--- config.mk ---
export PLATFORM = sky130hd
export DESIGN_NAME = pfd_lockdet
export DESIGN_NICKNAME = d
export VERILOG_FILES = /design/src/rtl/pfd_lockdet.sv
export SDC_FILE = /design/constraint.sdc
export NUM_CORES = 1
export LEC_CHECK = 0
export ABC_AREA = 1
export CORE_MARGIN = 2
export CORE_UTILIZATION = 35
export DETAILED_ROUTE_END_ITERATION = 8
export GPL_TIMING_DRIVEN = 0
export PLACE_DENSITY_LB_ADDON = 0.15
export SYNTH_ARGS = -nofsm -noshare
export SYNTH_HDL_FRONTEND = slang
export SYNTH_SLANG_ARGS = --single-unit
--- constraint.sdc ---
create_clock -name clk -period 3.85 [get_ports clk]
set_input_delay 0.5775 -clock clk [delete_from_list [all_inputs] [get_ports clk]]
set_output_delay 0.5775 -clock clk [all_outputs]
set_load 0.03 [all_outputs]
--- src/rtl/pfd_lockdet.sv ---
// pfd_lockdet: oversampled phase-frequency detector with overlap pulse,
// signed phase error, cycle-slip flag and optional lock detector (PFD_LOCK_DET_EN).
module pfd_lockdet #(
    parameter int CNT_W      = 8,
    parameter int MIN_PULSE  = 2,
    parameter int LOCK_TOL   = 2,
    parameter int LOCK_CNT   = 16,
    parameter int UNLOCK_CNT = 4
) (
    input  logic               clk,
    input  logic               rst,
    input  logic               en,
    input  logic               ref_in,
    input  logic               fb_in,
    output logic               up,
    output logic               down,
    output logic signed [CNT_W:0] phase_err,
    output logic               err_valid,
    output logic               cycle_slip,
    output logic               locked
);

    localparam int OVL_W = $clog2(MIN_PULSE + 1);
    localparam logic [CNT_W-1:0] CNT_MAX = '1;

    typedef enum logic [1:0] {S_IDLE, S_UP, S_DN, S_OVL} state_t;

    logic r_ref_s1, r_ref_s2, r_ref_d;
    logic r_fb_s1, r_fb_s2, r_fb_d;
    state_t r_state, w_nxt;
    logic [CNT_W-1:0] r_cnt, w_cnt_nxt, w_cnt_inc;
    logic [OVL_W-1:0] r_ovl, w_ovl_nxt;
    logic r_pend_ref, r_pend_fb, w_pr_nxt, w_pf_nxt;
    logic r_up, r_down, r_err_v, r_slip;
    logic signed [CNT_W:0] r_err, w_err, w_mag;
    logic w_err_v, w_slip, w_up, w_down;
    logic w_ref_e, w_fb_e, w_open_r, w_open_f;

    assign w_ref_e   = r_ref_s2 & ~r_ref_d;
    assign w_fb_e    = r_fb_s2 & ~r_fb_d;
    assign w_mag     = $signed({1'b0, r_cnt});
    assign w_cnt_inc = (r_cnt == CNT_MAX) ? r_cnt : r_cnt + CNT_W'(1);

    // Two-flop synchronisers plus delay flop for rising-edge detect
    always_ff @(posedge clk) begin
        if (rst) begin
            r_ref_s1 <= 1'b0;
            r_ref_s2 <= 1'b0;
            r_ref_d  <= 1'b0;
            r_fb_s1  <= 1'b0;
            r_fb_s2  <= 1'b0;
            r_fb_d   <= 1'b0;
        end else begin
            r_ref_s1 <= ref_in;
            r_ref_s2 <= r_ref_s1;
            r_ref_d  <= r_ref_s2;
            r_fb_s1  <= fb_in;
            r_fb_s2  <= r_fb_s1;
            r_fb_d   <= r_fb_s2;
        end
    end

    // State register with pulse/overlap counters and pending edges
    always_ff @(posedge clk) begin
        if (rst) begin
            r_state    <= S_IDLE;
            r_cnt      <= '0;
            r_ovl      <= '0;
            r_pend_ref <= 1'b0;
            r_pend_fb  <= 1'b0;
        end else begin
            r_state    <= w_nxt;
            r_cnt      <= w_cnt_nxt;
            r_ovl      <= w_ovl_nxt;
            r_pend_ref <= w_pr_nxt;
            r_pend_fb  <= w_pf_nxt;
        end
    end

    // Next-state logic; an OVL exit reuses the IDLE opening decision
    always_comb begin
        w_nxt     = r_state;
        w_cnt_nxt = r_cnt;
        w_ovl_nxt = r_ovl;
        w_pr_nxt  = r_pend_ref;
        w_pf_nxt  = r_pend_fb;
        w_err     = r_err;
        w_err_v   = 1'b0;
        w_slip    = 1'b0;
        w_open_r  = 1'b0;
        w_open_f  = 1'b0;
        if (!en) begin
            w_nxt    = S_IDLE;
            w_pr_nxt = 1'b0;
            w_pf_nxt = 1'b0;
        end else begin
            unique case (r_state)
                S_IDLE: begin
                    w_open_r = w_ref_e;
                    w_open_f = w_fb_e;
                end
                S_UP: begin
                    w_cnt_nxt = w_cnt_inc;
                    w_slip    = w_ref_e;
                    if (w_fb_e) begin
                        w_nxt   = S_IDLE;
                        w_err   = w_mag;
                        w_err_v = 1'b1;
                    end
                end
                S_DN: begin
                    w_cnt_nxt = w_cnt_inc;
                    w_slip    = w_fb_e;
                    if (w_ref_e) begin
                        w_nxt   = S_IDLE;
                        w_err   = -w_mag;
                        w_err_v = 1'b1;
                    end
                end
                S_OVL: begin
                    if (r_ovl == OVL_W'(1)) begin
                        w_nxt    = S_IDLE;
                        w_open_r = r_pend_ref | w_ref_e;
                        w_open_f = r_pend_fb | w_fb_e;
                        w_pr_nxt = 1'b0;
                        w_pf_nxt = 1'b0;
                    end else begin
                        w_ovl_nxt = r_ovl - OVL_W'(1);
                        w_pr_nxt  = r_pend_ref | w_ref_e;
                        w_pf_nxt  = r_pend_fb | w_fb_e;
                    end
                end
            endcase
            if (w_open_r && w_open_f) begin
                w_nxt     = S_OVL;
                w_ovl_nxt = OVL_W'(MIN_PULSE);
                w_err     = '0;
                w_err_v   = 1'b1;
            end else if (w_open_r) begin
                w_nxt     = S_UP;
                w_cnt_nxt = CNT_W'(1);
            end else if (w_open_f) begin
                w_nxt     = S_DN;
                w_cnt_nxt = CNT_W'(1);
            end
        end
    end

    // Output decode of the upcoming state
    always_comb begin
        w_up   = (w_nxt == S_UP) || (w_nxt == S_OVL);
        w_down = (w_nxt == S_DN) || (w_nxt == S_OVL);
    end

    // Registered outputs so up/down change with the state
    always_ff @(posedge clk) begin
        if (rst) begin
            r_up    <= 1'b0;
            r_down  <= 1'b0;
            r_err   <= '0;
            r_err_v <= 1'b0;
            r_slip  <= 1'b0;
        end else begin
            r_up    <= w_up;
            r_down  <= w_down;
            r_err   <= w_err;
            r_err_v <= w_err_v;
            r_slip  <= w_slip;
        end
    end

    assign up         = r_up;
    assign down       = r_down;
    assign phase_err  = r_err;
    assign err_valid  = r_err_v;
    assign cycle_slip = r_slip;

`ifdef PFD_LOCK_DET_EN
    localparam int GW = $clog2(LOCK_CNT + 1);
    localparam int BW = $clog2(UNLOCK_CNT + 1);

    logic [GW-1:0] r_good;
    logic [BW-1:0] r_bad;
    logic r_locked;
    logic [CNT_W:0] w_abs;
    logic w_in_tol;

    assign w_abs    = w_err[CNT_W] ? $unsigned(-w_err) : $unsigned(w_err);
    assign w_in_tol = w_abs <= (CNT_W + 1)'(LOCK_TOL);

    // Lock detector, updated alongside the err_valid/cycle_slip strobes
    always_ff @(posedge clk) begin
        if (rst || !en) begin
            r_good   <= '0;
            r_bad    <= '0;
            r_locked <= 1'b0;
        end else begin
            if (w_err_v) begin
                if (w_in_tol) begin
                    r_bad <= '0;
                    if (r_good != GW'(LOCK_CNT))
                        r_good <= r_good + GW'(1);
                    if (r_good >= GW'(LOCK_CNT - 1))
                        r_locked <= 1'b1;
                end else begin
                    r_good <= '0;
                    if (r_bad != BW'(UNLOCK_CNT))
                        r_bad <= r_bad + BW'(1);
                    if (r_bad >= BW'(UNLOCK_CNT - 1))
                        r_locked <= 1'b0;
                end
            end
            if (w_slip) begin
                r_locked <= 1'b0;
                r_good   <= '0;
            end
        end
    end

    assign locked = r_locked;
`else
    logic w_lock_unused;
    assign w_lock_unused = (LOCK_TOL + LOCK_CNT + UNLOCK_CNT) != 0;
    assign locked = 1'b0;
`endif

endmodule

==> out/metrics.yaml, run 1 <==
cpPeakStageDelay_ns: 0.70
area_growth_syn_to_layout_pct: 19.5
port_buffers: 17
start_util: 0.368
ioPinCount: 19
reg2reg_slack_ns: 1.93
overflow: 0
reg2reg_from: "up$_SDFF_PP0_"
core_sq_mm: 0.00479
antenna_found_initial: 0
final.fill_count: 527
hold_end: "r_ref_s2$_SDFF_PP0_"
p_leak_nw: 0.861
crit_fanout: 5
hold_buffers: 0
critPathCaptureType: "output pin"
cap_violations: 0
cts_sinks: 32
status: "complete, no violations"
async_flop_share: 0
critPathTopFamily: "buffers and inverters"
fp.dieW_um: 74.9
rows: 25
postSynthCellCount: 266
period_share: 0.509
drtIter0Drc: 41
h-tree-depth: 2
ant_nets: 0
cp_num_buf_inv: 1
hold_class: "flop to flop"
hold_depth: 2
synth_top_area_cell: "dfxtp_1"
min_from: "r_ref_s1$_SDFF_PP0_"
path_cells: "clkdlybuf4s50_1"
drc: 0
layout-drive-gt1-share: 0.110
crit_type: "flop to output pin"
synth_nets: 279
viasPerCell: 4.40
place_hpwl_mm: 2.87
cts_setup_buffers: 0
hold_viol_final: 0
synth_seq_cells: 32
final_nets: 303
diodes: 0
grt_max_degree: 11
vias: 1574
ir_drop_v: 0.000131
highest_layer: "met4"
post_cts_resized: 0
critPathSlowestCell: "clkdlybuf4s50_1"
layout_common_cells: "nand2_1 (65), nor2_1 (49), inv_1 (32), dfxtp_1 (32), clkdlybuf4s50_1 (17)"
syn_area_per_cell_sq_um: 6.62
grt_usage: 0.153
startpoint_type: "flop"
synth_top_area_share: 0.364
slew_violations: 0
p_per_area_mw_per_mm2: 305
yosys_warnings: 0
utilization: 0.440
rr_worst_depth: 10
timing.rr.end: "phase_err[8]$_SDFFE_PP0P_"
clock_latency_ns: 0.28
cp-startpoint: "up$_SDFF_PP0_"
cts_buffers: 5
clkTransAtPathRegs_ns: 0.07
setup_tns_ns: 0
finClkSkew_ns: 0.00308
die-area_sq_mm: 0.00562
rsz0062_at_grt: "no"
cts-root-buf: "clkbuf_8"
final_common_cell: "nand2_1"
cts_tree: "yes"
die_h_um: 74.9
met1_length_mm: 1.93
route.met2.wl_mm: 1.63
finalSetupViolCount: 0
wire_per_inst_um: 10.5
drt_first_pass_iters: 4
synth_area_sq_mm: 0.00176
worstPathArrival_ns: 1.38
fin_worst_hold_slack_ns: 0.404
fmax_mhz: 510
yosys_most_used_dff: "dfxtp_1"
cts.path.max_buffers: 2
ys_seq_area_frac: 0.364
synthTopCellsByArea: "dfxtp_1 (36%), nand2_1 (14%), nor2_1 (10%), inv_1 (6.8%), ha_1 (5.7%)"
gp_congestion: 0.864
dpl.cell_count: 350
largest_reg_flops: 9
met3_length_um: 129
final_cells: 358
drt-total-wl_mm: 3.76
grt_pass1_wl_mm: 6.48
grt_pass1_vias: 1464
synth_edf_count: 0
required_ns: 3.27
period_needed_ns: 1.96
netlist-cell-type-count: 28
## power breakdown
part           switching, mW  internal [mW]
combinational         0.0230         0.0124
clock                  0.125          0.146
sequential           0.00175          0.334
## area by class of cell
| class | instances | area [sq um] | share of cell area |
|---|---|---|---|
| Buffer | 5 | 25.0 | 0.0119 |
| Clock buffer | 8 | 90.1 | 0.0428 |
| Inverter | 36 | 135 | 0.0642 |
| Multi-Input combinational cell | 193 | 961 | 0.456 |
| Sequential cell | 32 | 641 | 0.304 |
| Tap cell | 67 | 83.8 | 0.0398 |
| Timing Repair Buffer | 17 | 170 | 0.0808 |
## cell usage after synthesis (2+ instances only)
cell type	number
o21ai_1	4
inv_1	32
dfxtp_1	32
o21ai_0	9
nand4_1	2
nand3_1	16
o22ai_1	2
nor2_1	49
nor2_2	4
clkbuf_1	2
a21oi_1	10
a21oi_2	2
ha_1	8
xor2_1	4
nand2_1	65
buf_2	2
inv_2	4
nand2_2	9
## how the worst max path moves through the flow
stage                                     end  slack (ns)  cells past startpoint
floorplan           phase_err[2]$_SDFFE_PP0P_        1.94                     10
global placement        r_cnt[5]$_SDFFE_PP0P_        1.83                      7
detailed placement      r_cnt[5]$_SDFFE_PP0P_        1.82                      7
CTS                                        up        1.88                      1
global route        phase_err[1]$_SDFFE_PP0P_        1.68                      8
finish                                     up        1.89                      1
## kinds of logic after synthesis
| family | after synthesis | synth area share |
|---|---|---|
| AOI/OAI and AO/OA | 30 | 0.100 |
| and+or+nand+nor | 150 | 0.366 |
| buffers and inverters | 41 | 0.0909 |
| adders and majority gates | 8 | 0.0568 |
| DFF | 32 | 0.364 |
| xor gates and xnor gates | 4 | 0.0199 |
| other | 1 | 0.00213 |
## routing by layer
| layer | vias to the layer above | GRT usage |
|---|---|---|
| met5 | - | 0 |
| met4 | 0 | 0.0595 |
| met3 | 6 | 0.0402 |
| met2 | 22 | 0.235 |
| met1 | 683 | 0.205 |
| li1 | 863 | - |
## metrics by stage
step | cell area [sq um] | total power, mW | setup slack [ns]
after global placement | 2020 | 0.379 | 1.83
final | 2110 | 0.643 | 1.89
after floorplan | 1760 | 0.367 | 1.94
after global routing | 2110 | 0.669 | 1.68
after CTS | 2110 | 0.653 | 1.88
after detailed placement | 2020 | 0.379 | 1.82
(Power assumes the default switching activity.)
==> run 2, diff against run 1 <==
Clock period 3.85 ns to 1.8 ns, I/O delays scaled along.
==> out/metrics.yaml, run 2 (synthesis results as in run 1) <==
cp-startpoint: "r_state[1]$_SDFF_PP0_"
overflow: 0  # unchanged
p_per_area_mw_per_mm2: 629  # +110%
cp_num_buf_inv: 2  # +1
drc: 0  # unchanged
critPathSlowestCell: "dfxtp_2"
finClkSkew_ns: 0.00677  # +0.00369 ns
clkTransAtPathRegs_ns: 0.07  # about the same
worst_slack_ns: 0.135  # -1.75 ns
slew_headroom: 0.657
final_nets: 306  # +0.99%
worst_pin_slew_ns: 0.514
ioPinCount: 19  # unchanged
core_sq_mm: 0.00479  # unchanged
cts_sinks: 32  # unchanged
rows: 25  # unchanged
period_needed_ns: 1.66
pre_cts_ws_ns: -0.0870  # -1.91 ns
placed_cell_area_sq_mm: 0.00202  # about the same
cts_tree: "yes"
vias: 1599  # +1.6%
drt_first_pass_iters: 4  # unchanged
crit_type: "flop to flop"
drt-total-wl_mm: 3.60  # -4.1%
die_h_um: 74.9  # unchanged
reg2reg_from: "r_state[1]$_SDFF_PP0_"
critical_path_depth: 8  # +7
grt_pass1_wl_mm: 6.41  # -1.1%
wire_per_inst_um: 9.97  # -4.9%
ant_nets: 0  # unchanged
final_common_cell: "nand2_1"
cap_violations: 0  # unchanged
grt_pass1_vias: 1433  # -2.1%
start_util: 0.368  # unchanged
endpoint: "phase_err[0]$_SDFFE_PP0P_"
hold_depth: 2  # unchanged
finalInstanceArea_sq_mm: 0.00216  # +2.7%
layout-drive-gt1-share: 0.133  # +0.0227
status: "complete, no violations"
timing.rr.end: "phase_err[0]$_SDFFE_PP0P_"
antenna_found_initial: 0  # unchanged
port_buffers: 17  # unchanged
die-area_sq_mm: 0.00562  # unchanged
viasPerCell: 4.43  # +0.74%
crit_fanout: 7  # +2
cts-root-buf: "clkbuf_8"
final.fill_count: 511  # -3.0%
finalSetupViolCount: 0  # unchanged
required_ns: 1.97  # -1.30 ns
layout_common_cells: "nand2_1 (65), nor2_1 (49), inv_1 (31)"
period_share: 0.925
hold_buffers: 0  # unchanged
cts.path.max_buffers: 2  # unchanged
drtIter0Drc: 59  # +44%
multiInputGateArea_sq_um: 978  # +1.8%
h-tree-depth: 2  # unchanged
reg2reg_slack_ns: 0.14  # -1.79 ns
path_cells: "inv_1 > ha_4 > inv_2 > nand3_1 > nor2_4 > nor2_1 > o21ai_0 > nor2_1"
worstPathArrival_ns: 1.84  # +0.46 ns
area_growth_syn_to_layout_pct: 22.8
gp_congestion: 0.859  # -0.59%
hold_viol_final: 0  # unchanged
critPathTopFamily: "simple AND/OR/NAND/NOR gates"
rr_worst_depth: 8  # -2
regArea_sq_um: 646  # +0.78%
startpoint_type: "flop"
cpPeakStageDelay_ns: 0.36  # -0.34 ns
cp_common_cell: "nor2_1"
place_hpwl_mm: 2.78  # -3.1%
cts_buffers: 5  # unchanged
largest_reg_flops: 9  # unchanged
slew_violations: 0  # unchanged
grt_max_degree: 11  # unchanged
p_leak_nw: 0.881  # +2.3%
setup_tns_ns: 0  # unchanged
ir_drop_v: 0.000448  # +240%
utilization: 0.452  # +0.0120
grt_usage: 0.149  # -0.00409
critPathCaptureType: "flop"
clock_latency_ns: 0.28  # about the same
fp.dieW_um: 74.9  # unchanged
diodes: 0  # unchanged
hold_class: "flop to flop"
fmax_mhz: 601
run 2: cell types whose count changed in the layout (fill, tap and decap cells not counted), sizes merged:
cell	change
buf	+3
run 2: worst min-delay path by stage:
stage	startpoint	end	slack (ns)
floorplan	fb_in	r_fb_s1$_SDFF_PP0_	0.38
global placement	r_ref_s1$_SDFF_PP0_	r_ref_s2$_SDFF_PP0_	0.39
detailed placement	r_fb_s1$_SDFF_PP0_	r_fb_s2$_SDFF_PP0_	0.40
CTS	r_ref_s1$_SDFF_PP0_	r_ref_s2$_SDFF_PP0_	0.42
global route	r_fb_s1$_SDFF_PP0_	r_fb_s2$_SDFF_PP0_	0.44
finish	r_fb_s1$_SDFF_PP0_	r_fb_s2$_SDFF_PP0_	0.42
run 2: report_power, final:
part           switching, mW  leakage (nW)  internal [mW]
registers            0.00356         0.260          0.714
logic                 0.0495         0.576         0.0275
clock network          0.255        0.0455          0.312
total                  0.308         0.881           1.05
run 2: through the flow:
step | hold slack (ns) | power (mW) | std cells
5_1_grt | 0.437 | 1.43 | 361
2_1_floorplan | 0.377 | 0.784 | 266
4_1_cts | 0.419 | 1.39 | 360
3_5_place_dp | 0.401 | 0.811 | 350
3_3_place_gp | 0.392 | 0.811 | 350
6_report | 0.415 | 1.36 | 361
run 2: cell type report:
type / instances / area share
plain buffers: 5 / 0.0116
clock buffers: 8 / 0.0416
multi-input cells: 193 / 0.452
flip-flops and latches: 32 / 0.298
repair buffers: 20 / 0.0949
inverters: 36 / 0.0625
well taps: 67 / 0.0388
run 2: tightest hold or removal path, delay by kind of cell, from the launching register on:
family        cells  cell delay [ns]
flops             1             0.30
buf+inv           1             0.04
simple gates      1             0.03
run 2: repair_timing:
action / 4_1_cts / 5_1_grt
pin swaps: 1 / 3
resized for setup: 2 / 4
buffers inserted: 2 / 1
setup endpoints to repair: 11 / 10
run 2: routing by layer:
layer | global-route usage | share of wire | up-vias
met1 | 0.200 | 0.53 | 685
met4 | 0.0536 | 0.016 | 0
met5 | 0 | 0 | -
li1 | - | - | 875
met3 | 0.0402 | 0.047 | 4
met2 | 0.229 | 0.41 | 35
